## config.mk

```make
export PLATFORM = sky130hd
export DESIGN_NAME = spi_master_cfg
export DESIGN_NICKNAME = d
export VERILOG_FILES = /design/src/rtl/spi_pkg.sv /design/src/rtl/spi_clk_tick.sv /design/src/rtl/spi_master_cfg.sv
export SDC_FILE = /design/constraint.sdc
export NUM_CORES = 1
export LEC_CHECK = 0
export ABC_AREA = 0
export BUFFER_PORTS_ARGS = -buffer_cell sky130_fd_sc_hd__buf_2
export CAP_MARGIN = 10
export CORE_MARGIN = 3
export CORE_UTILIZATION = 40
export CTS_BUF_LIST = sky130_fd_sc_hd__clkbuf_2
export CTS_CLUSTER_SIZE = 30
export DETAILED_ROUTE_END_ITERATION = 16
export GPL_TIMING_DRIVEN = 0
export HOLD_SLACK_MARGIN = 0.08
export PLACE_DENSITY = 0.59
export SETUP_SLACK_MARGIN = 0.2
export SYNTH_ARGS = -nofsm -noshare
export SYNTH_HDL_FRONTEND = slang
export SYNTH_SLANG_ARGS = --single-unit
```

## constraint.sdc

```tcl
create_clock -name clk -period 2.8 [get_ports clk]
set_input_delay 0.56 -clock clk [delete_from_list [all_inputs] [get_ports clk]]
set_output_delay 0.56 -clock clk [all_outputs]
set_load 0.1 [all_outputs]
```

## src/rtl/spi_pkg.sv

```systemverilog
// Shared types for the configurable SPI master: FSM state encoding and
// SPI mode constants packed as {cpol, cpha}.
package spi_pkg;

  typedef enum logic [2:0] {
    ST_IDLE,
    ST_SETUP,
    ST_SHIFT,
    ST_HOLD,
    ST_CS_HELD,
    ST_GAP
  } spi_state_e;

  localparam logic [1:0] MODE0 = 2'b00;
  localparam logic [1:0] MODE1 = 2'b01;
  localparam logic [1:0] MODE2 = 2'b10;
  localparam logic [1:0] MODE3 = 2'b11;

endpackage

```

## src/rtl/spi_clk_tick.sv

```systemverilog
// Half-period timer: one-cycle tick every div_i+1 clocks while enabled.
// The counter is held at zero while disabled, so it restarts on every enable rise.
module spi_clk_tick
  import spi_pkg::*;
#(
  parameter int DIV_W = 8
) (
  input  logic             clk,
  input  logic             rstn,
  input  logic             en_i,
  input  logic [DIV_W-1:0] div_i,
  output logic             tick_o
);

  logic [DIV_W-1:0] cnt_q, cnt_d;

  assign tick_o = en_i && (cnt_q == div_i);

  always_comb begin
    cnt_d = '0;
    if (en_i && !tick_o) cnt_d = cnt_q + 1'b1;
  end

  always_ff @(posedge clk or negedge rstn) begin
    if (!rstn) cnt_q <= '0;
    else       cnt_q <= cnt_d;
  end

endmodule

```

## src/rtl/spi_master_cfg.sv

```systemverilog
// Runtime-configurable SPI master: CPOL/CPHA, bit order, clock divider and
// multi-word transfers under one chip select, driven by a valid/ready command stream.
module spi_master_cfg
  import spi_pkg::*;
#(
  parameter int DATA_W = 8,
  parameter int NUM_CS = 4,
  parameter int CS_W   = (NUM_CS > 1) ? $clog2(NUM_CS) : 1,
  parameter int DIV_W  = 8
) (
  input  logic              clk,
  input  logic              rstn,
  input  logic [DIV_W-1:0]  cfg_div,
  input  logic              cfg_cpol,
  input  logic              cfg_cpha,
  input  logic              cfg_lsb_first,
  input  logic              cmd_valid,
  output logic              cmd_ready,
  input  logic [DATA_W-1:0] cmd_data,
  input  logic [CS_W-1:0]   cmd_cs,
  input  logic              cmd_last,
  output logic              rsp_valid,
  output logic [DATA_W-1:0] rsp_data,
  output logic              busy,
  output logic              sck,
  output logic              mosi,
  input  logic              miso,
  output logic [NUM_CS-1:0] cs_n
);

  localparam int EDGE_W = $clog2(2 * DATA_W);
  localparam logic [EDGE_W-1:0] LAST_EDGE = EDGE_W'(2 * DATA_W - 1);

  function automatic logic [NUM_CS-1:0] cs_decode(input logic [CS_W-1:0] idx);
    logic [NUM_CS-1:0] dec;
    dec = '1;
    for (int i = 0; i < NUM_CS; i++) begin
      if (idx == CS_W'(i)) dec[i] = 1'b0;
    end
    return dec;
  endfunction

  function automatic logic first_bit(input logic [DATA_W-1:0] v, input logic lsb);
    return lsb ? v[0] : v[DATA_W-1];
  endfunction

  function automatic logic [DATA_W-1:0] shift_out(input logic [DATA_W-1:0] v, input logic lsb);
    return lsb ? (v >> 1) : (v << 1);
  endfunction

  spi_state_e        state_q, state_d;
  logic [NUM_CS-1:0] cs_n_q, cs_n_d;
  logic [CS_W-1:0]   cs_idx_q, cs_idx_d;
  logic              sck_q, sck_d;
  logic              mosi_q, mosi_d;
  logic [DATA_W-1:0] tx_q, tx_d;
  logic [DATA_W-1:0] rx_q, rx_d;
  logic [DATA_W-1:0] rsp_data_q, rsp_data_d;
  logic              rsp_valid_q, rsp_valid_d;
  logic [EDGE_W-1:0] edge_q, edge_d;
  logic              cpol_q, cpol_d;
  logic              cpha_q, cpha_d;
  logic              lsb_q, lsb_d;
  logic [DIV_W-1:0]  div_q, div_d;
  logic              last_q, last_d;
  logic              pend_q, pend_d;

  logic accept, latch, start, tick, tick_en, leading, do_sample, do_shift;

  assign cmd_ready = rstn && (((state_q == ST_IDLE) && !pend_q) || (state_q == ST_CS_HELD));
  assign accept    = cmd_valid && cmd_ready;
  assign tick_en   = (state_q == ST_SETUP) || (state_q == ST_SHIFT) ||
                     (state_q == ST_HOLD)  || (state_q == ST_GAP);

  spi_clk_tick #(.DIV_W(DIV_W)) u_tick (
    .clk   (clk),
    .rstn  (rstn),
    .en_i  (tick_en),
    .div_i (div_q),
    .tick_o(tick)
  );

  // Even edge index = leading SCK edge of a bit, odd = trailing.
  assign leading   = ~edge_q[0];
  assign do_sample = leading ^ cpha_q;
  assign do_shift  = cpha_q ? leading : (!leading && (edge_q != LAST_EDGE));

  always_comb begin
    state_d     = state_q;
    cs_n_d      = cs_n_q;
    cs_idx_d    = cs_idx_q;
    sck_d       = sck_q;
    mosi_d      = mosi_q;
    tx_d        = tx_q;
    rx_d        = rx_q;
    rsp_data_d  = rsp_data_q;
    rsp_valid_d = 1'b0;
    edge_d      = edge_q;
    cpol_d      = cpol_q;
    cpha_d      = cpha_q;
    lsb_d       = lsb_q;
    div_d       = div_q;
    last_d      = last_q;
    pend_d      = pend_q;
    latch       = 1'b0;
    start       = 1'b0;

    unique case (state_q)
      ST_IDLE: begin
        if (pend_q) begin
          start  = 1'b1;
          pend_d = 1'b0;
        end else if (accept) begin
          latch = 1'b1;
          start = 1'b1;
        end
      end
      ST_SETUP: if (tick) state_d = ST_SHIFT;
      ST_SHIFT: begin
        if (tick) begin
          sck_d = ~sck_q;
          if (do_sample) begin
            rx_d = lsb_q ? {miso, rx_q[DATA_W-1:1]} : {rx_q[DATA_W-2:0], miso};
          end
          if (do_shift) begin
            mosi_d = first_bit(tx_q, lsb_q);
            tx_d   = shift_out(tx_q, lsb_q);
          end
          if (edge_q == LAST_EDGE) state_d = ST_HOLD;
          else                     edge_d  = edge_q + 1'b1;
        end
      end
      ST_HOLD: begin
        if (tick) begin
          rsp_valid_d = 1'b1;
          rsp_data_d  = rx_q;
          if (last_q) begin
            state_d = ST_GAP;
            cs_n_d  = '1;
          end else begin
            state_d = ST_CS_HELD;
          end
        end
      end
      ST_CS_HELD: begin
        if (accept) begin
          latch = 1'b1;
          // A changed target or idle level needs CS released before the next word.
          if ((cmd_cs == cs_idx_q) && (cfg_cpol == cpol_q)) begin
            start = 1'b1;
          end else begin
            pend_d  = 1'b1;
            state_d = ST_GAP;
            cs_n_d  = '1;
            sck_d   = cfg_cpol;
          end
        end
      end
      ST_GAP:  if (tick) state_d = ST_IDLE;
      default: state_d = ST_IDLE;
    endcase

    if (latch) begin
      cs_idx_d = cmd_cs;
      tx_d     = cmd_data;
      cpol_d   = cfg_cpol;
      cpha_d   = cfg_cpha;
      lsb_d    = cfg_lsb_first;
      div_d    = cfg_div;
      last_d   = cmd_last;
    end

    if (start) begin
      state_d = ST_SETUP;
      cs_n_d  = cs_decode(cs_idx_d);
      sck_d   = cpol_d;
      edge_d  = '0;
      rx_d    = '0;
      if (!cpha_d) begin
        mosi_d = first_bit(tx_d, lsb_d);
        tx_d   = shift_out(tx_d, lsb_d);
      end
    end
  end

  always_ff @(posedge clk or negedge rstn) begin
    if (!rstn) begin
      state_q     <= ST_IDLE;
      cs_n_q      <= '1;
      cs_idx_q    <= '0;
      sck_q       <= 1'b0;
      mosi_q      <= 1'b0;
      tx_q        <= '0;
      rx_q        <= '0;
      rsp_data_q  <= '0;
      rsp_valid_q <= 1'b0;
      edge_q      <= '0;
      cpol_q      <= 1'b0;
      cpha_q      <= 1'b0;
      lsb_q       <= 1'b0;
      div_q       <= '0;
      last_q      <= 1'b0;
      pend_q      <= 1'b0;
    end else begin
      state_q     <= state_d;
      cs_n_q      <= cs_n_d;
      cs_idx_q    <= cs_idx_d;
      sck_q       <= sck_d;
      mosi_q      <= mosi_d;
      tx_q        <= tx_d;
      rx_q        <= rx_d;
      rsp_data_q  <= rsp_data_d;
      rsp_valid_q <= rsp_valid_d;
      edge_q      <= edge_d;
      cpol_q      <= cpol_d;
      cpha_q      <= cpha_d;
      lsb_q       <= lsb_d;
      div_q       <= div_d;
      last_q      <= last_d;
      pend_q      <= pend_d;
    end
  end

  assign rsp_valid = rsp_valid_q;
  assign rsp_data  = rsp_data_q;
  assign busy      = (state_q != ST_IDLE);
  assign sck       = sck_q;
  assign mosi      = mosi_q;
  assign cs_n      = cs_n_q;

endmodule

```

==> flow_metrics.env, run 1 <==
export IMPL_status="complete, no violations"
export IMPL_cap_violations=0
export IMPL_power_total_mw=3.717
export IMPL_ys_types=56
export IMPL_grt_ovfl_total=0
export IMPL_synth_edf_count=0
export IMPL_grt_pass1_vias=2392
export IMPL_wl_per_cell_um=14.91
export IMPL_p_leak_nw=1.858
export IMPL_cellPowerDensity_mw_per_mm2=987.9
export IMPL_syn2layout_area_growth_pct=16.91
export IMPL_avgViaCountPerCell=5.252
export IMPL_cp_buffers_inverters=2
export IMPL_crit_family="buffers and inverters"
export IMPL_dp_final_hpwl_mm=4.922
export IMPL_drc=0
export IMPL_synth_area_mm2=0.003218
export IMPL_io_pins=43
export IMPL_cp_cell_sequence="clkbuf_1, nor2_2, and3_1, buf_4"
export IMPL_crit_type="flip-flop to primary output"
export IMPL_syn_nets=347
export IMPL_nNetsFinal=406
export IMPL_die_w_um=95.70
export IMPL_synth_warnings=0
export IMPL_row_count=32
export IMPL_cts_num_sinks=61
export IMPL_avgSynthCellArea_um2=10.09
export IMPL_crit_fanout=10
export IMPL_hp_class="input pin to async pin"
export IMPL_io_buffer_count=42
export IMPL_ys_ff_latch=61
export IMPL_critPathLaunchType="flip-flop"
export IMPL_pre_cts_ws_ps=-618.4
export IMPL_skew_ps=22.98
export IMPL_htreeDepth=3
export IMPL_slowest_delay_ps=430
export IMPL_crit_arrival_ps=1890
export IMPL_drtIter0Drc=108
export IMPL_cts_buffer_depth=2
export IMPL_yosysMostFrequentCell="nand2_1"
export IMPL_firstDrtPassIters=4
export IMPL_slew_headroom_pct=54.83
export IMPL_grt_max_degree=58
export IMPL_setup_violations=0
export IMPL_drt_total_wl_mm=7.215
export IMPL_core_area_mm2=0.007767
export IMPL_dr_total_vias=2542
export IMPL_cts_buffers=9
export IMPL_critPathRequiredTime_ps=2240
export IMPL_rsz0062_at_grt="true"
export IMPL_diodes=0
export IMPL_worst_slack_ps=351.0
export IMPL_syn_inst=319
export IMPL_hold_viol_final=0
export IMPL_fin_util_pct=48.44
export IMPL_cts_tree="done"
export IMPL_ys_flop_type="dfrtp_1"
export IMPL_grt_pass1_wl_mm=11.73
export IMPL_ys_top_cells_by_count="nand2_1 (59), dfrtp_1 (57), nor2_1 (24), mux2i_1 (19), xor2_1 (18)"
export IMPL_drv_slew=0
export IMPL_antenna_found_initial=0
export IMPL_crit_slowest_cell="dfrtp_1"
export IMPL_finalCritPeriodShare_pct=87.46
export IMPL_clockRootBuffer="clkbuf_2"
export IMPL_initial_core_util_pct=41.43
export IMPL_hold_ws_ps=169.1
export IMPL_async_flop_share_pct=100.0
export IMPL_die_h_um=95.70
export IMPL_synth_area_leaders="dfrtp_1 (44%), nand2_1 (6.9%), mux2i_1 (5.9%), xor2_1 (4.9%), mux2_2 (4.2%)"
export IMPL_finalCriticalPeriod_ps=2449
export IMPL_max_freq_mhz=408.3
export IMPL_clk_pin_slew_ps=180
export IMPL_drive_gt1_share_pct=25.92
export IMPL_gp_congestion=0.8219
export IMPL_yosysSeqAreaShare_pct=47.59
export IMPL_clkLatencyLatePin_ps=470
export IMPL_synth_top_area_share_pct=44.32
export IMPL_endpoint_kind="primary output"
export IMPL_worst_pin_slew_ps=673.0
export IMPL_irDropWorstVdd_v=0.0006980
export IMPL_ant_nets=0
export IMPL_synth_top_cell_by_area="dfrtp_1"
export IMPL_dieArea_mm2=0.009158
export IMPL_grt_total_usage_pct=16.79
[kinds of logic after synthesis]
kind of cell    synth area share [%]
compound gates                 11.74
xor+xnor                       5.949
fa+ha+maj                     0.7775
buf+inv                        3.149
flops                          47.59
mux                            10.58
simple gates                   20.22
[metal layers]
metal	vias to the layer above	global-route usage (%)	share of wire, %	wire [um]
met5	-	0	0	0
met4	0	6.991	1.2	85
met2	60	25.07	46	3342
met3	8	3.206	4.8	345
li1	1251	-	-	-
met1	1223	23.88	48	3443
[state kept, by name (all words and copies together) (netlist names)]
signal,flops
sck,1
tx_q,8
state_q,3
rx_q,8
pend_q,1
lsb_q,1
edge_q,4
cpha_q,1
last_q,1
mosi,1
cs_idx_q,2
div_q,8
cpol_q,1
rsp_data,8
cs_n,4
rsp_valid,1
u_tick.cnt_q,8
[cell usage in the layout, fill, tap and decap left out, types with 2 or more instances in the layout]
cell | synthesis | layout
nand2_1 | 59 | 59
dfrtp_1 | 57 | 57
buf_2 | 2 | 42
nor2_1 | 24 | 22
mux2i_1 | 19 | 19
xor2_1 | 18 | 18
mux2_2 | 12 | 12
a21oi_1 | 12 | 12
nand3_1 | 12 | 12
o21ai_0 | 11 | 11
clkbuf_2 | 0 | 9
a211oi_1 | 8 | 8
and3_1 | 6 | 6
nand4_1 | 5 | 5
inv_1 | 5 | 5
buf_4 | 1 | 5
clkbuf_1 | 4 | 4
nor2_2 | 2 | 4
buf_6 | 3 | 4
o32a_1 | 4 | 4
dfstp_2 | 4 | 4
nand2b_1 | 3 | 3
a221oi_1 | 3 | 3
o22ai_1 | 3 | 3
nor4_1 | 2 | 2
nor3_1 | 2 | 2
and3_2 | 2 | 2
a222oi_1 | 2 | 2
xnor2_1 | 2 | 2
and2_1 | 2 | 2
nor2b_1 | 2 | 2
o2bb2ai_1 | 2 | 2
ha_1 | 2 | 2
clkinv_1 | 0 | 2
clkinv_2 | 0 | 2
buf_16 | 0 | 2
[repair_timing]
action	in CTS	in global routing
hold buffers	3	0
endpoints found under the hold margin	57	0
buffers inserted	0	3
pin swaps	0	1
gates resized for setup	3	2
setup endpoints to repair	10	6
[tightest hold or removal path, stage by stage]
cell and delay, ps:
buf_6 120, buf_16 110, buf_16 250
[per-stage QoR]
stage | setup TNS (ps) | cell area, um2 | instances
CTS | 0 | 3732 | 481
floorplan | 0 | 3218 | 319
detailed placement | -9906 | 3558 | 463
global placement | -35390 | 3556 | 463
finish | 0 | 3762 | 484
global route | 0 | 3762 | 484
[worst paths after layout]
kind                       cells after the start  slack (ps)     endpoint       start
min reg2reg                                    1         520      cs_n[3]     cs_n[3]
min in group clk                               3         270     div_q[3]  cfg_div[3]
max in group asynchronous                      2        2000      cs_n[2]        rstn
max reg2reg                                    8         380      tx_q[4]   edge_q[0]
min                                            3         170  rsp_data[5]        rstn
max                                            4         350    cmd_ready  state_q[0]
[power breakdown]
part / switching [mW] / total, mW / internal [mW]
clock network: 0.320 / 0.513 / 0.193
registers: 0.211 / 1.35 / 1.14
logic: 1.20 / 1.85 / 0.649
[layout make-up]
| class | instances | area (um2) |
|---|---|---|
| Buffer | 12 | 82.58 |
| Clock buffer | 9 | 45.04 |
| Clock inverter | 6 | 55.05 |
| Fill cell | 786 | 4005 |
| Inverter | 5 | 18.77 |
| Multi-Input combinational cell | 241 | 1595 |
| Sequential cell | 61 | 1531 |
| Tap cell | 102 | 127.6 |
| Timing Repair Buffer | 48 | 306.5 |
No activity file was read; power rests on OpenSTA's default activity.
==> inputs of run 2 (changes only) <==
--- a/config.mk
+++ b/config.mk
@@ -5,17 +5,18 @@
 export SDC_FILE = /design/constraint.sdc
 export NUM_CORES = 1
 export LEC_CHECK = 0
-export ABC_AREA = 0
+export ABC_AREA = 1
 export BUFFER_PORTS_ARGS = -buffer_cell sky130_fd_sc_hd__buf_2
 export CAP_MARGIN = 10
 export CORE_MARGIN = 3
-export CORE_UTILIZATION = 40
+export CORE_UTILIZATION = 45
 export CTS_BUF_LIST = sky130_fd_sc_hd__clkbuf_2
 export CTS_CLUSTER_SIZE = 30
 export DETAILED_ROUTE_END_ITERATION = 16
 export GPL_TIMING_DRIVEN = 0
 export HOLD_SLACK_MARGIN = 0.08
-export PLACE_DENSITY = 0.59
+export PLACE_DENSITY = 0.64
+export RECOVER_POWER = 100
 export SETUP_SLACK_MARGIN = 0.2
 export SYNTH_ARGS = -nofsm -noshare
 export SYNTH_HDL_FRONTEND = slang
==> flow_metrics.env, run 2 <==
export IMPL_syn_nets=484
export IMPL_synth_area_mm2=0.003462
export IMPL_grt_pass1_wl_mm=12.89
export IMPL_synthSimpleGateAreaFrac_pct=34.59
export IMPL_die_w_um=93.71
export IMPL_combPwrFrac_pct=2.9
export IMPL_cap_violations=0
export IMPL_r2r_end="edge_q[0]"
export IMPL_finalCriticalPeriod_ps=2466
export IMPL_io_buffer_count=42
export IMPL_pwr_share_seq_pct=65.7
export IMPL_placed_area_mm2=0.003799
export IMPL_drtIter0Drc=217
export IMPL_p_leak_nw=1.928
export IMPL_hold_viol_final=0
export IMPL_crit_type="input pin to primary output"
export IMPL_skew_ps=19.53
export IMPL_grt_pass1_vias=2779
export IMPL_seqCellArea_mm2=0.001531
export IMPL_mostFrequentLayoutCells="nand2_1 (131), dfrtp_1 (57), inv_1 (51), nor2_1 (41), o21ai_0 (34)"
export IMPL_final_area_mm2=0.003800
export IMPL_swShare_pct=25.04
export IMPL_avgViaCountPerCell=5.080
export IMPL_grt_total_usage_pct=18.60
export IMPL_worst_slack_ps=334.0
export IMPL_dp_final_hpwl_mm=5.603
export IMPL_ys_flop_type="dfrtp_1"
export IMPL_wl_per_cell_um=12.62
export IMPL_htreeDepth=3
export IMPL_synth_adder_area_share_pct=0.7228
export IMPL_rsz0062_at_grt="false"
export IMPL_firstDrtPassIters=6
export IMPL_ant_nets=0
export IMPL_syn2layout_area_growth_pct=9.758
export IMPL_synth_area_leaders="dfrtp_1 (41%), nand2_1 (14%), inv_1 (5.4%), nor2_1 (4.3%), nand3_1 (3.9%)"
export IMPL_drt_met1_wl_mm=3.864
export IMPL_clk_pin_slew_ps=170
export IMPL_crit_arrival_ps=1910
export IMPL_status="complete, no violations"
export IMPL_critPathRequiredTime_ps=2240
export IMPL_dieArea_mm2=0.008782
export IMPL_cts_num_sinks=61
export IMPL_ys_top_cells_by_count="nand2_1 (125), dfrtp_1 (57), inv_1 (50), nor2_1 (40), nand3_1 (27)"
export IMPL_timing_rr_start="state_q[0]"
export IMPL_drv_slew=0
export IMPL_drc=0
export IMPL_cts_buffer_depth=2
export IMPL_layout_cells_non_filler=612
export IMPL_irDropWorstVdd_v=0.0001973
export IMPL_synth_edf_count=0
export IMPL_synth_top_cell_by_area="dfrtp_1"
export IMPL_worst_pin_slew_ps=1175
export IMPL_synth_top_area_share_pct=41.20
export IMPL_critPathLaunchType="input pin"
export IMPL_drive_gt1_share_pct=15.40
export IMPL_avgSynthCellArea_um2=7.592
export IMPL_cts_resized_gates=0
export IMPL_dr_total_vias=3109
export IMPL_postCtsSetupBuffers=0
export IMPL_synth_xor_area_share_pct=1.012
export IMPL_syn_inst=456
export IMPL_cts_buffers=9
export IMPL_clkLatencyLatePin_ps=480
export IMPL_cts_hold_buf=0
export IMPL_p_int_mw=1.006
export IMPL_synth_mux_area_share_pct=0
export IMPL_fillers=787
export IMPL_finalCritPeriodShare_pct=88.07
export IMPL_synth_compound_area_share_pct=11.10
export IMPL_core_area_mm2=0.007370
export IMPL_slew_headroom_pct=22.03
export IMPL_yosysSeqAreaShare_pct=44.24
export IMPL_pre_cts_ws_ps=174.7
export IMPL_worstRegToRegCells=10
export IMPL_antenna_found_initial=0
export IMPL_setup_violations=0
export IMPL_max_freq_mhz=405.5
export IMPL_grt_max_degree=64
export IMPL_diodes=0
export IMPL_yosysMostFrequentCell="nand2_1"
export IMPL_initial_core_util_pct=46.98
export IMPL_place_inst=597
export IMPL_die_h_um=93.71
export IMPL_ff2ff_setup_slack_ps=490
export IMPL_drt_total_wl_mm=7.721
export IMPL_power_total_mw=1.342
export IMPL_io_pins=43
export IMPL_met2WireLength_mm=3.298
export IMPL_p_sw_uw=336.0
export IMPL_cts_tree="done"
export IMPL_gp_congestion=0.8468
export IMPL_row_count=31
export IMPL_synth_warnings=0
export IMPL_ys_types=36
export IMPL_async_flop_share_pct=100.0
export IMPL_clockRootBuffer="clkbuf_2"
export IMPL_final_common_cell="nand2_1"
export IMPL_crit_fanout=63
export IMPL_multiInputGateArea_mm2=0.001595
export IMPL_hp_class="input pin to async pin"
export IMPL_ys_ff_latch=61
export IMPL_endpoint_kind="primary output"
export IMPL_synth_top_family_by_area="simple AND/OR/NAND/NOR gates"
export IMPL_clock_power_share_pct=31.4
export IMPL_met3_length_um=443
export IMPL_dr_max_layer_used="met4"
export IMPL_grt_ovfl_total=0
export IMPL_cellPowerDensity_mw_per_mm2=353.2
export IMPL_nNetsFinal=537
export IMPL_fin_tns_setup_ps=0
-- run 2: critical path: stages --
cell	delay [ps]
buf_4	600
and3_1	250
clkbuf_2	460
-- run 2: cells by family (layout without fill, tap and decap cells) --
group	count (synthesis)	count (layout)
XOR/XNOR	4	4
adder cells (fa/ha/maj)	2	2
buffers and inverters	72	129
flip-flops	61	61
AND/OR/NAND/NOR	249	249
AO/OA/AOI/OAI	68	68
-- run 2: worst max path at each step --
stage	start	cells after the start	to	slack [ps]
final	rstn	3	cmd_ready	330
after floorplan	state_q[0]	11	state_q[0]	380
after global routing	rstn	10	edge_q[0]	120
after detailed placement	rstn	6	div_q[7]	170
after global placement	rstn	10	tx_q[1]	-340
after CTS	rstn	3	cmd_ready	300
-- run 2: cell type report --
cell class | instances | share of cell area [%]
flip-flops and latches | 61 | 40.30
well taps | 99 | 3.260
inverters | 60 | 5.927
clock inverters | 4 | 0.4281
clock buffers | 11 | 1.449
repair buffers | 42 | 5.104
multi-input cells | 323 | 41.98
plain buffers | 12 | 1.548
-- run 2: layer usage --
metal | vias up | global-route usage [%]
li1 | 1575 | -
met3 | 10 | 4.327
met1 | 1445 | 27.66
met5 | - | 0
met4 | 0 | 6.619
met2 | 79 | 26.37
-- run 2: power groups by stage --
stage | clock [mW] | combinational (mW) | sequential, mW
global route | 0.475 | 0.0463 | 0.882
finish | 0.421 | 0.0394 | 0.882
floorplan | 0 | 0.00306 | 0.898
CTS | 0.441 | 0.0421 | 0.882
global placement | 0 | 0.0415 | 0.898
detailed placement | 0 | 0.0418 | 0.898
-- run 2: stage by stage --
stage | hold WS (ps) | utilization [%]
2_1_floorplan | 264.4 | -
3_3_place_gp | 451.7 | 51.51
3_5_place_dp | 457.8 | 51.54
4_1_cts | 128.3 | 52.51
5_1_grt | 149.1 | 51.56
6_report | 127.4 | 51.56
==> inputs of run 3 (changes only) <==
--- a/config.mk
+++ b/config.mk
@@ -8,14 +8,17 @@
 export ABC_AREA = 1
 export BUFFER_PORTS_ARGS = -buffer_cell sky130_fd_sc_hd__buf_2
 export CAP_MARGIN = 10
+export CELL_PAD_IN_SITES_DETAIL_PLACEMENT = 1
+export CELL_PAD_IN_SITES_GLOBAL_PLACEMENT = 2
+export CORE_ASPECT_RATIO = 1.5
 export CORE_MARGIN = 3
-export CORE_UTILIZATION = 45
+export CORE_UTILIZATION = 35
 export CTS_BUF_LIST = sky130_fd_sc_hd__clkbuf_2
 export CTS_CLUSTER_SIZE = 30
 export DETAILED_ROUTE_END_ITERATION = 16
 export GPL_TIMING_DRIVEN = 0
 export HOLD_SLACK_MARGIN = 0.08
-export PLACE_DENSITY = 0.64
+export PLACE_DENSITY = 0.82
 export RECOVER_POWER = 100
 export SETUP_SLACK_MARGIN = 0.2
 export SYNTH_ARGS = -nofsm -noshare
==> flow_metrics.env, run 3 (same netlist as run 2, synthesis figures left out) <==
export IMPL_critPathLaunchType="input pin"
export IMPL_cts_buffers=9
export IMPL_fillers=1224
export IMPL_drc=0
export IMPL_dp_final_hpwl_mm=7.219
export IMPL_die_w_um=87.21
export IMPL_gp_congestion=0.7796
export IMPL_core_area_mm2=0.009469
export IMPL_worst_path_stages=3
export IMPL_crit_type="input pin to primary output"
export IMPL_status="complete, no violations"
export IMPL_grt_total_usage_pct=18.49
export IMPL_critPathRequiredTime_ps=2240
export IMPL_htreeDepth=3
export IMPL_diodes=0
export IMPL_fin_util_pct=40.92
export IMPL_cellPowerDensity_mw_per_mm2=377.1
export IMPL_grt_pass1_wl_mm=16.06
export IMPL_drive_gt1_share_pct=18.48
export IMPL_drtIter0Drc=70
export IMPL_grt_ovfl_total=0
export IMPL_crit_fanout=63
export IMPL_antenna_found_initial=0
export IMPL_drv_slew=0
export IMPL_grt_max_degree=64
export IMPL_hold_viol_final=0
export IMPL_rsz0062_at_grt="false"
export IMPL_clk_pin_slew_ps=180
export IMPL_avgViaCountPerCell=4.998
export IMPL_firstDrtPassIters=6
export IMPL_row_count=43
export IMPL_clockRootBuffer="clkbuf_2"
export IMPL_p_leak_nw=1.956
export IMPL_io_pins=43
export IMPL_drt_total_wl_mm=9.324
export IMPL_grt_pass1_vias=3363
export IMPL_cap_violations=0
export IMPL_crit_arrival_ps=1930
export IMPL_nNetsFinal=537
export IMPL_ant_nets=0
export IMPL_slew_headroom_pct=22.14
export IMPL_multiInputGateArea_mm2=0.001615
export IMPL_worst_pin_slew_ps=1173
export IMPL_cp_startpoint="rstn"
export IMPL_crit_slowest_cell="buf_4"
export IMPL_clkLatencyLatePin_ps=520
export IMPL_finalCriticalPeriod_ps=2493
export IMPL_final_common_cell="nand2_1"
export IMPL_power_total_mw=1.461
export IMPL_cts_buffer_depth=2
export IMPL_cts_tree="done"
export IMPL_seqCellArea_mm2=0.001531
export IMPL_finalCritPeriodShare_pct=89.02
export IMPL_hold_ws_ps=116.4
export IMPL_crit_family="buffers and inverters"
export IMPL_wl_per_cell_um=14.89
export IMPL_skew_ps=21.55
export IMPL_slowest_delay_ps=620
export IMPL_dieArea_mm2=0.01115
export IMPL_dr_total_vias=3129
export IMPL_worstRegToRegCells=13
export IMPL_cp_cell_sequence="buf_4, and3_1, clkbuf_2"
export IMPL_cp_buffers_inverters=2
export IMPL_irDropWorstVdd_v=0.0002556
export IMPL_initial_core_util_pct=36.56
export IMPL_cts_num_sinks=61
export IMPL_hp_class="input pin to async pin"
export IMPL_endpoint_kind="primary output"
export IMPL_mostFrequentLayoutCells="nand2_1 (128), dfrtp_1 (57), inv_1 (51), nor2_1 (40), o21ai_0 (33)"
export IMPL_timing_rr_start="u_tick.cnt_q[2]"
export IMPL_max_freq_mhz=401.2
export IMPL_die_h_um=127.8
export IMPL_setup_violations=0
export IMPL_syn2layout_area_growth_pct=11.93
export IMPL_io_buffer_count=42
export IMPL_cts_hold_buf=0
## run 3: changes by cell type in the layout (fill, tap and decap cells not counted), sizes merged
| cell | before | now |
|---|---|---|
| inv | 57 | 59 |
| clkbuf | 36 | 33 |
| bufinv | 0 | 1 |
| buf | 29 | 31 |
| clkinv | 7 | 6 |
## run 3: final timing paths
| check | end | slack [ps] |
|---|---|---|
| worst max-delay path | cmd_ready | 310 |
| worst min-delay path | div_q[6] | 120 |
| worst max register to register | tx_q[1] | 480 |
| worst min register to register | cs_n[3] | 490 |
| max in group asynchronous | u_tick.cnt_q[6] | 2150 |
| min in group clk | div_q[6] | 230 |
## run 3: worst reg2reg max path, stage by stage (launching register included)
cell	delay (ps)
dfrtp_1	430
inv_1	70
nand2_1	60
nand2_1	70
nor2_1	100
nand2_1	90
nor2_1	170
clkbuf_1	450
nand3_4	290
nand2_1	150
nand3_2	80
nand2_1	140
nor2_1	50
nor2_1	120
## run 3: cell type report
class / count / share of cell area, %
multi-input combinational: 323 / 41.69
sequential: 61 / 39.52
clock buffer: 10 / 1.292
inverter: 60 / 5.812
tap: 112 / 3.616
clock inverter: 6 / 1.388
buffer: 12 / 1.582
timing repair buffer: 42 / 5.102
## run 3: power by group
part	switching (mW)	total [mW]	internal (mW)
Combinational	0.0260	0.0402	0.0142
Sequential	0	0.882	0.882
Clock	0.338	0.539	0.201
Total	0.364	1.46	1.10
## run 3: timing repair
item	4_1_cts	5_1_grt
resized for setup	0	1
endpoints found under the hold margin	0	0
setup buffers	0	0
setup endpoints to repair	0	1
## run 3: metrics by stage
step	instance area (um2)	setup slack, ps	TNS, ps	std cells
after global routing	3875	146.8	0	626
after global placement	3812	-460.3	-13610	610
after CTS	3919	267.8	0	626
after floorplan	3462	380.9	0	456
after detailed placement	3815	61.80	0	610
final	3875	307.4	0	626
## run 3: metal layers
metal	vias up	track usage (%)	part of all wire, %
met2	54	34.00	55
met1	1490	20.25	40
met3	13	3.859	3.3
met5	-	0	0
met4	0	7.317	1.7
li1	1572	-	-
